===== src/rtl/keypad_scan_fsm.sv =====
// keypad_scan_fsm: 4x4 keypad row scanner with press/release debounce and one-hot key report.
module keypad_scan_fsm #(
  parameter int SCAN_DIV        = 50000,
  parameter int DEBOUNCE_CYCLES = 500000
) (
  input  logic       clk,
  input  logic       reset,
  input  logic [3:0] cols,
  output logic [3:0] rows,
  output logic [3:0] key_row,
  output logic [3:0] key_col,
  output logic       press,
  output logic       change
);
  localparam int DW = $clog2(SCAN_DIV);
  localparam int BW = $clog2(DEBOUNCE_CYCLES);
  localparam logic [DW-1:0] DWELL_LAST = DW'(SCAN_DIV - 1);
  localparam logic [BW-1:0] DEB_LAST   = BW'(DEBOUNCE_CYCLES - 1);
  typedef enum logic [1:0] {SCAN, DEB_PRESS, HELD, DEB_REL} state_t;
  state_t state_q, state_d;
  logic [3:0] sync_q, scols_q;
  logic [3:0] cap_q, cap_d, rows_q, rows_d;
  logic [3:0] key_row_q, key_row_d, key_col_q, key_col_d;
  logic [1:0] idx_q, idx_d;
  logic [DW-1:0] dwell_q, dwell_d;
  logic [BW-1:0] deb_q, deb_d;
  logic press_q, press_d, change_q, change_d;
  logic dwell_end, deb_end, any_low, cap_open, advance, capture;
  logic [3:0] first_low;
  assign dwell_end = dwell_q == DWELL_LAST;
  assign deb_end   = deb_q == DEB_LAST;
  assign any_low   = ~&scols_q;
  assign cap_open  = |(~cap_q & scols_q);
  assign first_low = !scols_q[0] ? 4'b1110 : !scols_q[1] ? 4'b1101 :
                     !scols_q[2] ? 4'b1011 : 4'b0111;
  always_ff @(posedge clk) begin
    if (!reset) begin
      sync_q    <= 4'b1111;
      scols_q   <= 4'b1111;
      state_q   <= SCAN;
      idx_q     <= 2'd0;
      rows_q    <= 4'b1110;
      dwell_q   <= '0;
      deb_q     <= '0;
      cap_q     <= 4'b1111;
      key_row_q <= 4'b1111;
      key_col_q <= 4'b1111;
      press_q   <= 1'b0;
      change_q  <= 1'b0;
    end else begin
      sync_q    <= cols;
      scols_q   <= sync_q;
      state_q   <= state_d;
      idx_q     <= idx_d;
      rows_q    <= rows_d;
      dwell_q   <= dwell_d;
      deb_q     <= deb_d;
      cap_q     <= cap_d;
      key_row_q <= key_row_d;
      key_col_q <= key_col_d;
      press_q   <= press_d;
      change_q  <= change_d;
    end
  end
  always_comb begin
    state_d = state_q;
    case (state_q)
      SCAN:      state_d = dwell_end && any_low ? DEB_PRESS : SCAN;
      DEB_PRESS: state_d = cap_open ? SCAN : deb_end ? HELD : DEB_PRESS;
      HELD:      state_d = cap_open ? DEB_REL : HELD;
      DEB_REL:   state_d = !cap_open ? HELD : deb_end ? SCAN : DEB_REL;
      default:   state_d = SCAN;
    endcase
  end
  // Row advances on an empty dwell, an aborted press, or a completed release.
  always_comb begin
    advance   = (state_q == SCAN && dwell_end && !any_low) ||
                (state_q == DEB_PRESS && cap_open) ||
                (state_q == DEB_REL && state_d == SCAN);
    capture   = state_q == DEB_PRESS && state_d == HELD;
    idx_d     = advance ? idx_q + 2'd1 : idx_q;
    rows_d    = ~(4'b0001 << idx_d);
    dwell_d   = state_q == SCAN && !dwell_end ? dwell_q + 1'b1 : '0;
    deb_d     = state_q inside {DEB_PRESS, DEB_REL} && state_d == state_q ? deb_q + 1'b1 : '0;
    cap_d     = state_q == SCAN && dwell_end && any_low ? first_low : cap_q;
    key_row_d = capture ? rows_q : key_row_q;
    key_col_d = capture ? cap_q : key_col_q;
    change_d  = capture;
    press_d   = capture | (press_q & !(state_q == DEB_REL && state_d == SCAN));
  end
  assign rows    = rows_q;
  assign key_row = key_row_q;
  assign key_col = key_col_q;
  assign press   = press_q;
  assign change  = change_q;
endmodule


===== config.mk =====
export PLATFORM = sky130hd
export DESIGN_NAME = keypad_scan_fsm
export DESIGN_NICKNAME = d
export VERILOG_FILES = /design/src/rtl/keypad_scan_fsm.sv
export SDC_FILE = /design/constraint.sdc
export NUM_CORES = 1
export LEC_CHECK = 0
export ABC_AREA = 0
export BUFFER_PORTS_ARGS = -buffer_cell sky130_fd_sc_hd__buf_4
export CORE_MARGIN = 1.5
export CORE_UTILIZATION = 45
export DETAILED_ROUTE_END_ITERATION = 12
export HOLD_SLACK_MARGIN = 0.05
export PLACE_DENSITY = 0.64
export SLEW_MARGIN = 40
export SYNTH_ARGS = -nofsm -noshare
export SYNTH_HDL_FRONTEND = slang
export SYNTH_SLANG_ARGS = --single-unit

===== constraint.sdc =====
create_clock -name clk -period 5 [get_ports clk]
set_clock_uncertainty 0.1 [all_clocks]
set_input_delay 1 -clock clk [delete_from_list [all_inputs] [get_ports clk]]
set_output_delay 1 -clock clk [all_outputs]
set_load 0.005 [all_outputs]

==> impl_metrics.py, run 1 <==
metrics = {
    "timing": {
        "period_share_pct": 46.36,
        "worst_pin_slew_ps": 752.4,
        "hold_viol": 0,
        "max_freq_mhz": 431.4,
        "period_needed_ps": 2318,
        "rsz0062_at_grt": "no",
        "final-max-slew-violation-count": 0,
        "tns_ps": 0,
        "setup_viol": 0,
        "relSlewSlack_pct": 49.69,
    },
    "placed_design": {
        "dpl.hpwl_mm": 3.314,
        "io_buffers": 19,
        "gp_congestion": 0.7418,
    },
    "grt": {
        "grt_first_pass_wirelength_mm": 8.280,
        "grt.overflow.total": 0,
        "antenna_found_initial": 0,
        "grt_max_degree": 29,
        "grt_util_all_layers_pct": 16.36,
        "grt_pass1_vias": 1870,
    },
    "pwr": {
        "p_per_area_nw_per_um2": 310.7,
        "leakage_uw": 0.001173,
        "ir_worst_vdd_mv": 0.2136,
    },
    "cells_and_area": {
        "final_cell_mix": "65 x dfxtp_1, 42 x nor2_1, 28 x nand2_1",
        "drive_above_1_share_pct": 12.04,
        "fin_util_pct": 52.74,
        "fin_nets": 328,
        "num-fill-cells": 551,
        "syn2layout_area_growth_pct": 14.02,
        "final_common_cell": "dfxtp_1",
        "diodes": 0,
    },
    "setup_path": {
        "worstSetupPathType": "flop to flop",
        "worstPathArrival_ps": 2420,
        "cp-start-kind": "flop",
        "endpoint_kind": "flop",
        "cp.required_ps": 5100,
        "crit_fanout": 6,
    },
    "detailed_routing": {
        "drc": 0,
        "drt_wl_total_mm": 4.795,
        "ant_nets": 0,
        "post_drt_wl_per_cell_um": 12.02,
        "drt_iter0_markers": 115,
        "post_drt_via_cell_ratio": 5.160,
        "dr.pass1.iters": 4,
        "vias": 2059,
    },
    "clock_tree": {
        "postCtsHoldBufs": 0,
        "cts_tree": "done",
        "worstSkewPairLatency_ps": 330,
        "cts-root-buf": "clkbuf_8",
        "ctsResizeCount": 0,
        "cts.clk_slew.worst_paths_ps": 60,
        "cts_setup_buffers": 0,
        "clk_path_buf_depth": 2,
        "cts_buffers": 9,
        "clock_sinks": 65,
        "htreeDepth": 3,
    },
    "logic_synthesis": {
        "netlist_area_um2": 2723,
        "syn-instance-count": 299,
        "synth.distinct_cells": 40,
        "yosysSeqAreaShare_pct": 47.79,
        "syn_area_per_cell_um2": 9.106,
        "syn_nets": 307,
        "ys_async_sr_fraction_pct": 0,
        "ys_ff_latch": 65,
        "yosys_warnings": 0,
        "ys.flop_type": "dfxtp_1",
        "synth-edff-count": 0,
    },
    "die": {
        "start_util_pct": 46.26,
        "core_area_um2": 5886,
        "fp.dieArea_um2": 6526,
        "boundaryPins": 20,
        "core.rowCount": 28,
        "die_h_um": 80.79,
        "die_w_um": 80.79,
    },
    "hold_path": {
        "worst_hold_path_type": "flop to flop",
    },
    "run_status": {
        "status": "complete, no violations",
    },
    "job": {
        "cap_viol_max_count": 0,
    },
}
==> where the power goes <==
part,internal (uW),switching (uW)
Combinational,13.7,14.9
Sequential,527,6.46
Clock,217,185
Total,758,206
==> registers in the layout, indices dropped and copies added (netlist names) <==
register and count:
key_row 4, change 1, state_q 2, dwell_q 16
deb_q 19, sync_q 4, scols_q 4, key_col 4
cap_q 4, rows 4, idx_q 2, press 1
==> worst max-delay path, cell delays in order, from the launching register on <==
cell and delay (ps):
dfxtp_1 330, or4_4 550, nor4_4 400, and3b_2 290, nor3_2 50, or4_1 470
==> metrics by stage <==
step | instance area [um2] | setup WS, ps | cells | hold WS [ps] | total power, uW
6_report | 3104 | 2682 | 399 | 306.0 | 964.4
4_1_cts | 3104 | 2687 | 399 | 306.7 | 976.5
3_5_place_dp | 2923 | 2535 | 384 | 291.7 | 574.3
3_3_place_gp | 2923 | 2540 | 384 | 288.8 | 573.0
2_1_floorplan | 2723 | 2838 | 299 | 286.3 | 562.4
5_1_grt | 3104 | 2570 | 399 | 320.1 | 1002
==> per-layer routing <==
layer | GRT usage (%) | vias up | part of all wire (%)
met1 | 20.88 | 954 | 51
met5 | 0 | - | 0
met4 | 6.552 | 0 | 1.4
li1 | - | 1072 | -
met2 | 25.63 | 26 | 44
met3 | 5.281 | 7 | 3.2
==> cell type report <==
class                           count  area (um2)  area share (%)
Sequential cell                    65        1301           41.92
Multi-Input combinational cell    216        1351           43.53
Clock inverter                      2       12.51          0.4031
Tap cell                           75       93.84           3.023
Clock buffer                       13       168.9           5.441
Inverter                            9       33.78           1.088
Timing Repair Buffer               19       142.6           4.595
==> Yosys cell counts (all sizes together), types with 3 or more instances <==
cell	count	share of area (%)
o21ai	4	0.74
nor3	5	1.1
and3	5	1.1
nand2b	14	3.2
mux2i	13	4.8
dfxtp	65	48
a21oi	9	1.7
nand4	13	3.2
nand3	19	3.5
inv	9	1.2
buf	3	0.51
or4	5	1.5
nor2	42	5.8
xnor2	11	3.5
nand2	28	3.9
or3	3	0.69
nor4	4	1.5
xor2	17	5.5
and4	3	0.97
clkbuf	6	0.83
==> worst paths after layout <==
kind                     from          to  slack (ps)  cells after the start
setup / recovery  dwell_q[13]     rows[1]        2680                      5
hold reg to reg     sync_q[1]  scols_q[1]         310                      1
hold / removal      sync_q[1]  scols_q[1]         310                      1
setup reg to reg  dwell_q[13]     rows[1]        2680                      5
==> cell families after synthesis <==
logic type	after synthesis	share of synthesized area, %
and+or+nand+nor	152	30.06
DFF	65	47.79
adders and majority gates	2	0.9190
xor gates and xnor gates	28	9.007
AOI/OAI and AO/OA	21	4.871
muxes	13	4.779
buffers and inverters	18	2.573
Note: power is estimated with default switching activity, not from simulation.
==> run 2: changes to the inputs <==
clock period = 2.2 ns   (was 5 ns; I/O delays follow)
==> run 2 against run 1 <==
  * Clock power rose by 120%
  * Die area did not move
  * Critical endpoint is now rows[3]
  * Worst setup slack got worse by 2700 ps
  * Largest cell class unchanged
  * Highest routed layer unchanged
  * Critical path type unchanged
  * Largest power group unchanged
  * Combinational power rose by 140%
  * Final cell count rose by 3.8%
==> impl_metrics.py, run 2 (synthesis results as in run 1) <==
metrics = {
    "timing": {
        "final-max-slew-violation-count": 0,
        "hold_viol": 0,
        "rsz0062_at_grt": "yes",
        "max_freq_mhz": 456.4,
        "finalWorstSetupSlack_ps": 8.987,
        "period_needed_ps": 2191,
        "period_share_pct": 99.59,
        "worst_pin_slew_ps": 486.3,
        "setup_viol": 0,
        "holdWs_ps": 173.9,
        "relSlewSlack_pct": 67.46,
    },
    "die": {
        "fp.dieArea_um2": 6526,
        "core_area_um2": 5886,
        "die_h_um": 80.79,
        "boundaryPins": 20,
        "die_w_um": 80.79,
        "start_util_pct": 46.26,
        "core.rowCount": 28,
    },
    "grt": {
        "grt_max_degree": 20,
        "antenna_found_initial": 0,
        "grt_pass1_vias": 1966,
        "grt_first_pass_wirelength_mm": 8.507,
        "grt.overflow.total": 0,
        "grt_util_all_layers_pct": 16.95,
    },
    "setup_path": {
        "cp.required_ps": 2310,
        "crit_fanout": 3,
        "r2r_setup_slack_ps": 9,
        "cp-start-kind": "flop",
        "startpoint": "deb_q[11]",
        "endpoint_kind": "flop",
        "worstPathArrival_ps": 2300,
        "reg2reg_from": "deb_q[11]",
        "worstSetupPathType": "flop to flop",
    },
    "cells_and_area": {
        "drive_above_1_share_pct": 16.81,
        "top_regs": "deb_q (19), dwell_q (16)",
        "syn2layout_area_growth_pct": 18.47,
        "final_common_cell": "dfxtp_1",
        "diodes": 0,
        "final_cell_mix": "64 x dfxtp_1, 42 x nor2_1, 32 x buf_4",
        "fin_cells": 414,
        "num-fill-cells": 559,
        "fin_nets": 342,
        "top_register": "deb_q",
        "fin_util_pct": 54.80,
        "largest_register_ffs": 19,
    },
    "detailed_routing": {
        "drt_iter0_markers": 101,
        "post_drt_via_cell_ratio": 5.268,
        "post_drt_wl_per_cell_um": 12.28,
        "drc": 0,
        "vias": 2181,
        "drt_wl_total_mm": 5.082,
        "dr.pass1.iters": 4,
        "ant_nets": 0,
    },
    "placed_design": {
        "dp.cells": 398,
        "gp_congestion": 0.8992,
        "io_buffers": 19,
        "dp_worst_setup_slack_ps": 27.87,
        "dpl.hpwl_mm": 3.578,
    },
    "hold_path": {
        "holdCritStartpoint": "cols[0]",
        "worst_hold_path_type": "input pin to flop",
    },
    "job": {
        "cap_viol_max_count": 0,
    },
    "pwr": {
        "ir_worst_vdd_mv": 0.5467,
        "design_power_total_uw": 2181,
        "p_per_area_nw_per_um2": 676.1,
        "leakage_uw": 0.001248,
    },
    "clock_tree": {
        "postCtsHoldBufs": 0,
        "clk_path_buf_depth": 2,
        "cts_setup_buffers": 0,
        "cts-root-buf": "clkbuf_8",
        "htreeDepth": 3,
        "clock_sinks": 65,
        "cts.clk_slew.worst_paths_ps": 80,
        "cts_tree": "done",
        "worstSkewPairLatency_ps": 340,
        "cts_buffers": 9,
    },
    "run_status": {
        "status": "complete, no violations",
    },
}
[run 2: worst max-delay path, cell delays in order, from the launching register on]
cell	delay (ps)
dfxtp_2	320
or4_4	530
and4bb_4	330
a41o_1	230
nor3_2	70
or4_1	480
[run 2: final timing paths]
path | depth (start not counted) | end
worst min register to register | 1 | scols_q[0]
worst max register to register | 5 | rows[3]
worst min-delay path | 2 | sync_q[0]
worst max-delay path | 5 | rows[3]
[run 2: final cells by class]
class | count | area (um2) | area share, %
clock buffer | 9 | 123.9 | 3.840
clock inverter | 7 | 56.30 | 1.746
inverter | 9 | 33.78 | 1.047
multi-input combinational | 216 | 1355 | 42.01
sequential | 65 | 1303 | 40.38
tap | 75 | 93.84 | 2.909
timing repair buffer | 33 | 260.3 | 8.068
[run 2: what timing repair did]
item,in CTS,in global routing
gates cloned,0,0
gates resized for setup,0,2
pin swaps,1,1
endpoints found under the setup margin,1,2
[run 2: power breakdown]
| group | leakage, uW | internal, uW | switching (uW) |
|---|---|---|---|
| logic | 0.000631 | 33.4 | 35.0 |
| registers | 0.000528 | 1200 | 14.7 |
| clock network | 0.0000898 | 417 | 484 |
[run 2: layer usage]
metal  up-vias  part of all wire [%]  track usage [%]
li1       1105                     -                -
met1      1028                    48            20.24
met2        44                    48            28.24
met3         4                   4.2            6.180
met4         0                  0.57            5.690
met5         -                     0                0
[run 2: per-stage QoR]
step / TNS, ps / instance area [um2]
2_1_floorplan: 0 / 2723
3_3_place_gp: 0 / 3040
3_5_place_dp: 0 / 3040
4_1_cts: 0 / 3221
5_1_grt: -91.81 / 3226
6_report: 0 / 3226
